--- config.mk ---
export PLATFORM = sky130hd
export DESIGN_NAME = aes_spi_sequencer_flat
export DESIGN_NICKNAME = d
export VERILOG_FILES = /design/src/rtl/aes_spi_if.sv /design/src/rtl/aes_spi_sequencer.sv /design/src/flat_wrapper.sv
export SDC_FILE = /design/constraint.sdc
export NUM_CORES = 2
export LEC_CHECK = 0
export ABC_AREA = 1
export CAP_MARGIN = 20
export CORE_AREA = 4 4 252 254
export DETAILED_ROUTE_END_ITERATION = 7
export DIE_AREA = 0 0 256 258
export PLACE_DENSITY_LB_ADDON = 0.25
export SYNTH_ARGS = -nofsm -noshare
export SYNTH_HDL_FRONTEND = slang
export SYNTH_SLANG_ARGS = --single-unit
--- constraint.sdc ---
create_clock -name clk_i -period 21.5 [get_ports clk_i]
set_input_delay 2.15 -clock clk_i [delete_from_list [all_inputs] [get_ports clk_i]]
set_output_delay 2.15 -clock clk_i [all_outputs]
set_load 0.1 [all_outputs]
--- src/rtl/aes_spi_if.sv ---
// Bundles the request/status/SPI signals of the AES SPI sequencer.
// master drives requests and miso; slave is the sequencer itself.
interface aes_spi_if;
  logic         start;
  logic [1:0]   size;
  logic [127:0] msg;
  logic [255:0] key;
  logic [127:0] expected;
  logic         miso;
  logic         cs_n;
  logic         sclk;
  logic         mosi;
  logic         mode;
  logic         busy;
  logic         done;
  logic         match;
  logic         err;
  logic [127:0] result;

  modport master (
    output start, size, msg, key, expected, miso,
    input  cs_n, sclk, mosi, mode, busy, done, match, err, result
  );

  modport slave (
    input  start, size, msg, key, expected, miso,
    output cs_n, sclk, mosi, mode, busy, done, match, err, result
  );
endinterface

--- src/rtl/aes_spi_sequencer.sv ---
// Drives one AES load/readback transaction over SPI: message, key, idle gap, result.
// Define AES_SPI_SEQ_COMPARE_EN to compare the received result against 'expected'.
module aes_spi_sequencer #(
  parameter int unsigned CLK_DIV   = 50,
  parameter int unsigned WAIT_BITS = 16
) (
  input logic     clk_i,
  input logic     rst_i,
  aes_spi_if.slave bus_io
);

  localparam logic [8:0] DivLast  = 9'(2 * CLK_DIV - 1);
  localparam logic [8:0] DivHalf  = 9'(CLK_DIV);
  localparam logic [8:0] WaitLast = 9'(WAIT_BITS - 1);

  typedef enum logic [2:0] {
    StIdle, StLoad, StSendMsg, StSendKey, StWait, StRecv, StDone
  } state_e;

  state_e       state_q, state_d;
  logic [8:0]   div_q, div_d;
  logic [8:0]   bit_q, bit_d;
  logic [127:0] msg_q, msg_d;
  logic [255:0] key_q, key_d;
  logic [1:0]   size_q, size_d;
  logic [127:0] result_q, result_d;
  logic         err_q, err_d;
  logic         match_q, match_d;
  logic [8:0]   bit_last;
  logic         bit_end, sclk_rise;

  assign bit_end   = (div_q == DivLast);
  assign sclk_rise = (div_q == DivHalf);

  always_comb begin
    bit_last = 9'd127;
    case (state_q)
      StSendKey: begin
        case (size_q)
          2'b00:   bit_last = 9'd127;
          2'b01:   bit_last = 9'd191;
          default: bit_last = 9'd255;
        endcase
      end
      StWait:  bit_last = WaitLast;
      default: bit_last = 9'd127;
    endcase
  end

`ifdef AES_SPI_SEQ_COMPARE_EN
  logic [127:0] expected_q, expected_d;
`endif

  always_comb begin
    state_d  = state_q;
    div_d    = div_q;
    bit_d    = bit_q;
    msg_d    = msg_q;
    key_d    = key_q;
    size_d   = size_q;
    result_d = result_q;
    err_d    = 1'b0;
    match_d  = match_q;
`ifdef AES_SPI_SEQ_COMPARE_EN
    expected_d = expected_q;
`endif
    case (state_q)
      StIdle: begin
        if (bus_io.start) begin
          if (bus_io.size == 2'b11) begin
            err_d = 1'b1;
          end else begin
            state_d = StLoad;
            msg_d   = bus_io.msg;
            size_d  = bus_io.size;
`ifdef AES_SPI_SEQ_COMPARE_EN
            expected_d = bus_io.expected;
`endif
            // Pre-align the key so its first transmitted bit sits at key_q[0].
            case (bus_io.size)
              2'b00:   key_d = {128'b0, bus_io.key[255:128]};
              2'b01:   key_d = {64'b0, bus_io.key[255:64]};
              default: key_d = bus_io.key;
            endcase
          end
        end
      end
      // LOAD is the first clk cycle of message bit 0.
      StLoad: begin
        state_d = StSendMsg;
        div_d   = div_q + 9'd1;
        bit_d   = '0;
        match_d = 1'b0;
      end
      StDone: begin
        state_d = StIdle;
        div_d   = '0;
        bit_d   = '0;
      end
      default: begin
        div_d = bit_end ? 9'd0 : div_q + 9'd1;
        if (state_q == StRecv && sclk_rise) result_d = {bus_io.miso, result_q[127:1]};
        if (bit_end) begin
          if (state_q == StSendMsg) msg_d = msg_q >> 1;
          if (state_q == StSendKey) key_d = key_q >> 1;
          if (bit_q == bit_last) begin
            bit_d = '0;
            case (state_q)
              StSendMsg: state_d = StSendKey;
              StSendKey: state_d = StWait;
              StWait:    state_d = StRecv;
              default: begin
                state_d = StDone;
`ifdef AES_SPI_SEQ_COMPARE_EN
                match_d = (result_d == expected_q);
`endif
              end
            endcase
          end else begin
            bit_d = bit_q + 9'd1;
          end
        end
      end
    endcase
  end

  always_ff @(posedge clk_i or posedge rst_i) begin
    if (rst_i) begin
      state_q  <= StIdle;
      div_q    <= '0;
      bit_q    <= '0;
      msg_q    <= '0;
      key_q    <= '0;
      size_q   <= '0;
      result_q <= '0;
      err_q    <= 1'b0;
      match_q  <= 1'b0;
    end else begin
      state_q  <= state_d;
      div_q    <= div_d;
      bit_q    <= bit_d;
      msg_q    <= msg_d;
      key_q    <= key_d;
      size_q   <= size_d;
      result_q <= result_d;
      err_q    <= err_d;
      match_q  <= match_d;
    end
  end

`ifdef AES_SPI_SEQ_COMPARE_EN
  always_ff @(posedge clk_i or posedge rst_i) begin
    if (rst_i) expected_q <= '0;
    else       expected_q <= expected_d;
  end
  assign bus_io.match = match_q;
`else
  assign bus_io.match = 1'b0;
`endif

  assign bus_io.cs_n   = (state_q == StIdle) || (state_q == StDone);
  assign bus_io.sclk   = !bus_io.cs_n && (div_q >= DivHalf);
  assign bus_io.mosi   = ((state_q == StLoad) || (state_q == StSendMsg)) ? msg_q[0] :
                         (state_q == StSendKey) ? key_q[0] : 1'b0;
  assign bus_io.mode   = (state_q == StWait) || (state_q == StRecv);
  assign bus_io.busy   = (state_q != StIdle);
  assign bus_io.done   = (state_q == StDone);
  assign bus_io.err    = err_q;
  assign bus_io.result = result_q;

endmodule
--- src/flat_wrapper.sv ---
// flat-port wrapper written by rule: the top's interface ports become plain ports
module aes_spi_sequencer_flat 
#(
  parameter int unsigned CLK_DIV   = 50,
  parameter int unsigned WAIT_BITS = 16
)
  (clk_i, rst_i, bus_io_start, bus_io_size, bus_io_msg, bus_io_key, bus_io_expected, bus_io_miso, bus_io_cs_n, bus_io_sclk, bus_io_mosi, bus_io_mode, bus_io_busy, bus_io_done, bus_io_match, bus_io_err, bus_io_result);
  aes_spi_if bus_io_i ();
  input logic clk_i;
  input logic rst_i;
  input wire logic [$bits(bus_io_i.start)-1:0] bus_io_start;
  input wire logic [$bits(bus_io_i.size)-1:0] bus_io_size;
  input wire logic [$bits(bus_io_i.msg)-1:0] bus_io_msg;
  input wire logic [$bits(bus_io_i.key)-1:0] bus_io_key;
  input wire logic [$bits(bus_io_i.expected)-1:0] bus_io_expected;
  input wire logic [$bits(bus_io_i.miso)-1:0] bus_io_miso;
  output wire logic [$bits(bus_io_i.cs_n)-1:0] bus_io_cs_n;
  output wire logic [$bits(bus_io_i.sclk)-1:0] bus_io_sclk;
  output wire logic [$bits(bus_io_i.mosi)-1:0] bus_io_mosi;
  output wire logic [$bits(bus_io_i.mode)-1:0] bus_io_mode;
  output wire logic [$bits(bus_io_i.busy)-1:0] bus_io_busy;
  output wire logic [$bits(bus_io_i.done)-1:0] bus_io_done;
  output wire logic [$bits(bus_io_i.match)-1:0] bus_io_match;
  output wire logic [$bits(bus_io_i.err)-1:0] bus_io_err;
  output wire logic [$bits(bus_io_i.result)-1:0] bus_io_result;
  assign bus_io_i.start = bus_io_start;
  assign bus_io_i.size = bus_io_size;
  assign bus_io_i.msg = bus_io_msg;
  assign bus_io_i.key = bus_io_key;
  assign bus_io_i.expected = bus_io_expected;
  assign bus_io_i.miso = bus_io_miso;
  assign bus_io_cs_n = bus_io_i.cs_n;
  assign bus_io_sclk = bus_io_i.sclk;
  assign bus_io_mosi = bus_io_i.mosi;
  assign bus_io_mode = bus_io_i.mode;
  assign bus_io_busy = bus_io_i.busy;
  assign bus_io_done = bus_io_i.done;
  assign bus_io_match = bus_io_i.match;
  assign bus_io_err = bus_io_i.err;
  assign bus_io_result = bus_io_i.result;
  aes_spi_sequencer #(.CLK_DIV(CLK_DIV), .WAIT_BITS(WAIT_BITS)) u_core (.clk_i(clk_i), .rst_i(rst_i), .bus_io(bus_io_i));
endmodule
==> impl_results.md <==
* Grt total ovfl at 0
* R2R depth at 9
* Die width at 256 um
* Slew @ Worst Pin at 1.09 ns
* Final period utilization at 26.3%
* Most common cell after layout, fill and taps aside: nand2_1
* Final Cell Area at 34300 um^2
* # nets final at 4418
* Detail Route Antenna Nets at 0
* CTS tree: done
* Critical Path AT at 3.51 ns
* Max VDD drop at 0.140 mV
* Vias per std cell at 5.16
* Period minus WS final at 5.66 ns
* Pwr/cell area at 114 nW/um^2
* Net count after synthesis at 4067
* Setup repair bufs after CTS at 0
* Sequential area share after synthesis at 49.9%
* Gpl congestion at 0.851
* HP Start: u_core.key_q[37]
* Worst hold path type: flop to flop
* First-pass GRT wire length at 126 mm
* Library cells used by synthesis at 32
* Drt total wl at 78.6 mm
* Highest clock rate at 0.177 GHz
* Placed Area at 32200 um^2
* WP data required at 19.35 ns
* Setup clock skew after layout at 0.0149 ns
* Critical path class: flop to primary output
* Finished Layout Cells at 4752
* Relative slew slack at 26.8%
* CTS Buffer Depth at 3
* CTS H-Tree Depth at 2
* Worst Path Max Fanout at 74
* Slew Viols, Final at 0
* Setup TNS at 0 ns
* Inst Count DP at 4623
* Worst Setup Start Kind: flop
* YS warnings at 0
* #FFs+latches synth at 536
* IO Pins at 654
* Setup violators final at 0
* Most frequent cells in the layout: nand2_1 (1002), o21ai_0 (593), dfrtp_1 (536)
* Total GRT Usage at 23.1%
* Reg2reg start: u_core.state_q[0]
* Hold EP: u_core.key_q[37]
* Clk Tree Root Cell: clkbuf_16
* Post-CTS Resized at 0
* Vias in the first global route at 22900
* TritonCTS buffer count at 59
* P&R area growth vs syn at 27.6%
* Final worst slack at 15.84 ns
* RSZ-0062 raised after global routing: no
* Die height at 258 um
* Pre-CTS setup slack at 15.28 ns
* Clk slew on worst S/H paths at 0.06 ns
* Syn avg cell area at 7.59 um^2
* DRT Pass-1 Iters at 5
* Placement Rows at 91
* Post-DP HPWL at 52.2 mm
* Post-cts hold buffer count at 0
* Mapped Area at 26900 um^2
* FF-to-FF End: u_core.key_q[234]
* Wire per inst at 16.5 um
* Remaining DRCs at 0
* Core box area at 61300 um^2
* P_leak at 0.0156 uW
* Filler Cell Count at 5715
* Clock insertion delay at the later pin of the skew report at 0.61 ns
* Fraction of layout cells with a size suffix above 1 at 3.70%
* Crit. End Element: primary output
* Status: completed
* Pin count of the biggest net entering global routing at 268
* Initial antenna violation count at 20
* Final core utilization at 56.0%
* Hold Path Depth at 2
* Initial Util at 43.9%
* Max Cap Violations at 0
* Flop-to-flop setup slack at 16.52 ns
* Fin. Hold Viols at 0
* Synthesized instance count at 3546
* Initial DRC count at 2323
* Total vias in the final route at 24500
* Clock sinks at 536
* Die area at 66000 um^2
* PortBufs at 524
==> synth_stat cells <==
master | number | area share, %
buf_6 | 3 | 0.13
a22oi_1 | 63 | 1.8
buf_2 | 110 | 2.0
inv_1 | 349 | 4.9
nand2_4 | 1 | 0.042
o21ai_2 | 1 | 0.033
o22ai_1 | 129 | 3.0
nor2_4 | 1 | 0.042
clkbuf_1 | 124 | 1.7
or2_2 | 3 | 0.070
a22oi_2 | 1 | 0.046
nand2_2 | 2 | 0.046
nand2_1 | 1003 | 14
inv_2 | 3 | 0.042
o21ai_0 | 593 | 11
nor3_1 | 10 | 0.19
nor3_2 | 1 | 0.037
a21oi_1 | 196 | 3.6
buf_1 | 14 | 0.20
o21ai_1 | 125 | 2.3
a21o_1 | 1 | 0.028
mux2_2 | 2 | 0.084
ha_1 | 3 | 0.14
a211oi_1 | 1 | 0.028
nor2_1 | 157 | 2.2
nand4_1 | 5 | 0.12
dfrtp_1 | 536 | 50
conb_1 | 1 | 0.014
xor2_1 | 7 | 0.23
nand3_1 | 86 | 1.6
buf_4 | 14 | 0.39
nor3_4 | 1 | 0.060
==> registers in the layout, indices dropped and copies added (netlist names), named ones only <==
| register | cells |
|---|---|
| u_core.bit_q | 9 |
| u_core.bus_io.err | 1 |
| u_core.bus_io.result | 128 |
| u_core.div_q | 9 |
| u_core.key_q | 256 |
| u_core.msg_q | 128 |
| u_core.size_q | 2 |
| u_core.state_q | 2 |
==> metal layers <==
layer  part of all wire (%)  GRT usage, %
met5                  0.070             0
met4                    2.3          6.80
met3                    6.6          4.85
met2                     45          35.4
met1                     46          33.3
==> logic make-up (layout without fill, tap and decap cells) <==
kind of cell	after synthesis	count (layout)	share of synthesized area, %
AO/OA/AOI/OAI	1110	1110	21.9
XOR/XNOR	7	7	0.228
buffers and inverters	617	1016	9.40
multiplexers	2	2	0.0837
adder cells (fa/ha/maj)	3	3	0.140
AND/OR/NAND/NOR	1270	1270	18.4
other	1	18	0.0139
flip-flops	536	536	49.9
==> power by group <==
| group | leakage, uW | switching [uW] | internal, uW |
|---|---|---|---|
| combinational | 0.00768 | 876 | 491 |
| clock | 0.000991 | 420 | 617 |
| sequential | 0.00698 | 160 | 1350 |
| total | 0.0156 | 1460 | 2460 |
==> worst max path at each step <==
stage / start / to
6_report: u_core.state_q[0] / bus_io_busy
3_3_place_gp: bus_io_size[1] / u_core.key_q[234]
5_1_grt: bus_io_size[1] / u_core.key_q[235]
3_5_place_dp: bus_io_size[1] / u_core.key_q[234]
2_1_floorplan: rst_i / asynchronous set/reset pin
4_1_cts: flop / bus_io_busy
==> cell type report <==
type	count	area [um^2]	share of cell area, %
repair buffers	555	5560	16.2
multi-input cells	2393	11000	32.0
flip-flops and latches	536	13400	39.1
well taps	790	988	2.88
diodes	17	42.5	0.124
clock buffers	94	1830	5.33
clock inverters	15	171	0.499
inverters	352	1340	3.91
==> critical path, stage by stage, from the launching register on <==
cell	delay, ns
dfrtp_1	0.50
nor3_4	0.26
buf_4	0.59
inv_8	0.33
clkdlybuf4s50_1	1.11
==> per-stage QoR <==
| stage | hold WS, ns | total power [uW] |
|---|---|---|
| floorplan | 0.449 | 2570 |
| global placement | 0.463 | 2860 |
| detailed placement | 0.465 | 2890 |
| CTS | 0.481 | 3950 |
| global route | 0.495 | 4250 |
| finish | 0.476 | 3920 |
(Power assumes the default switching activity.)
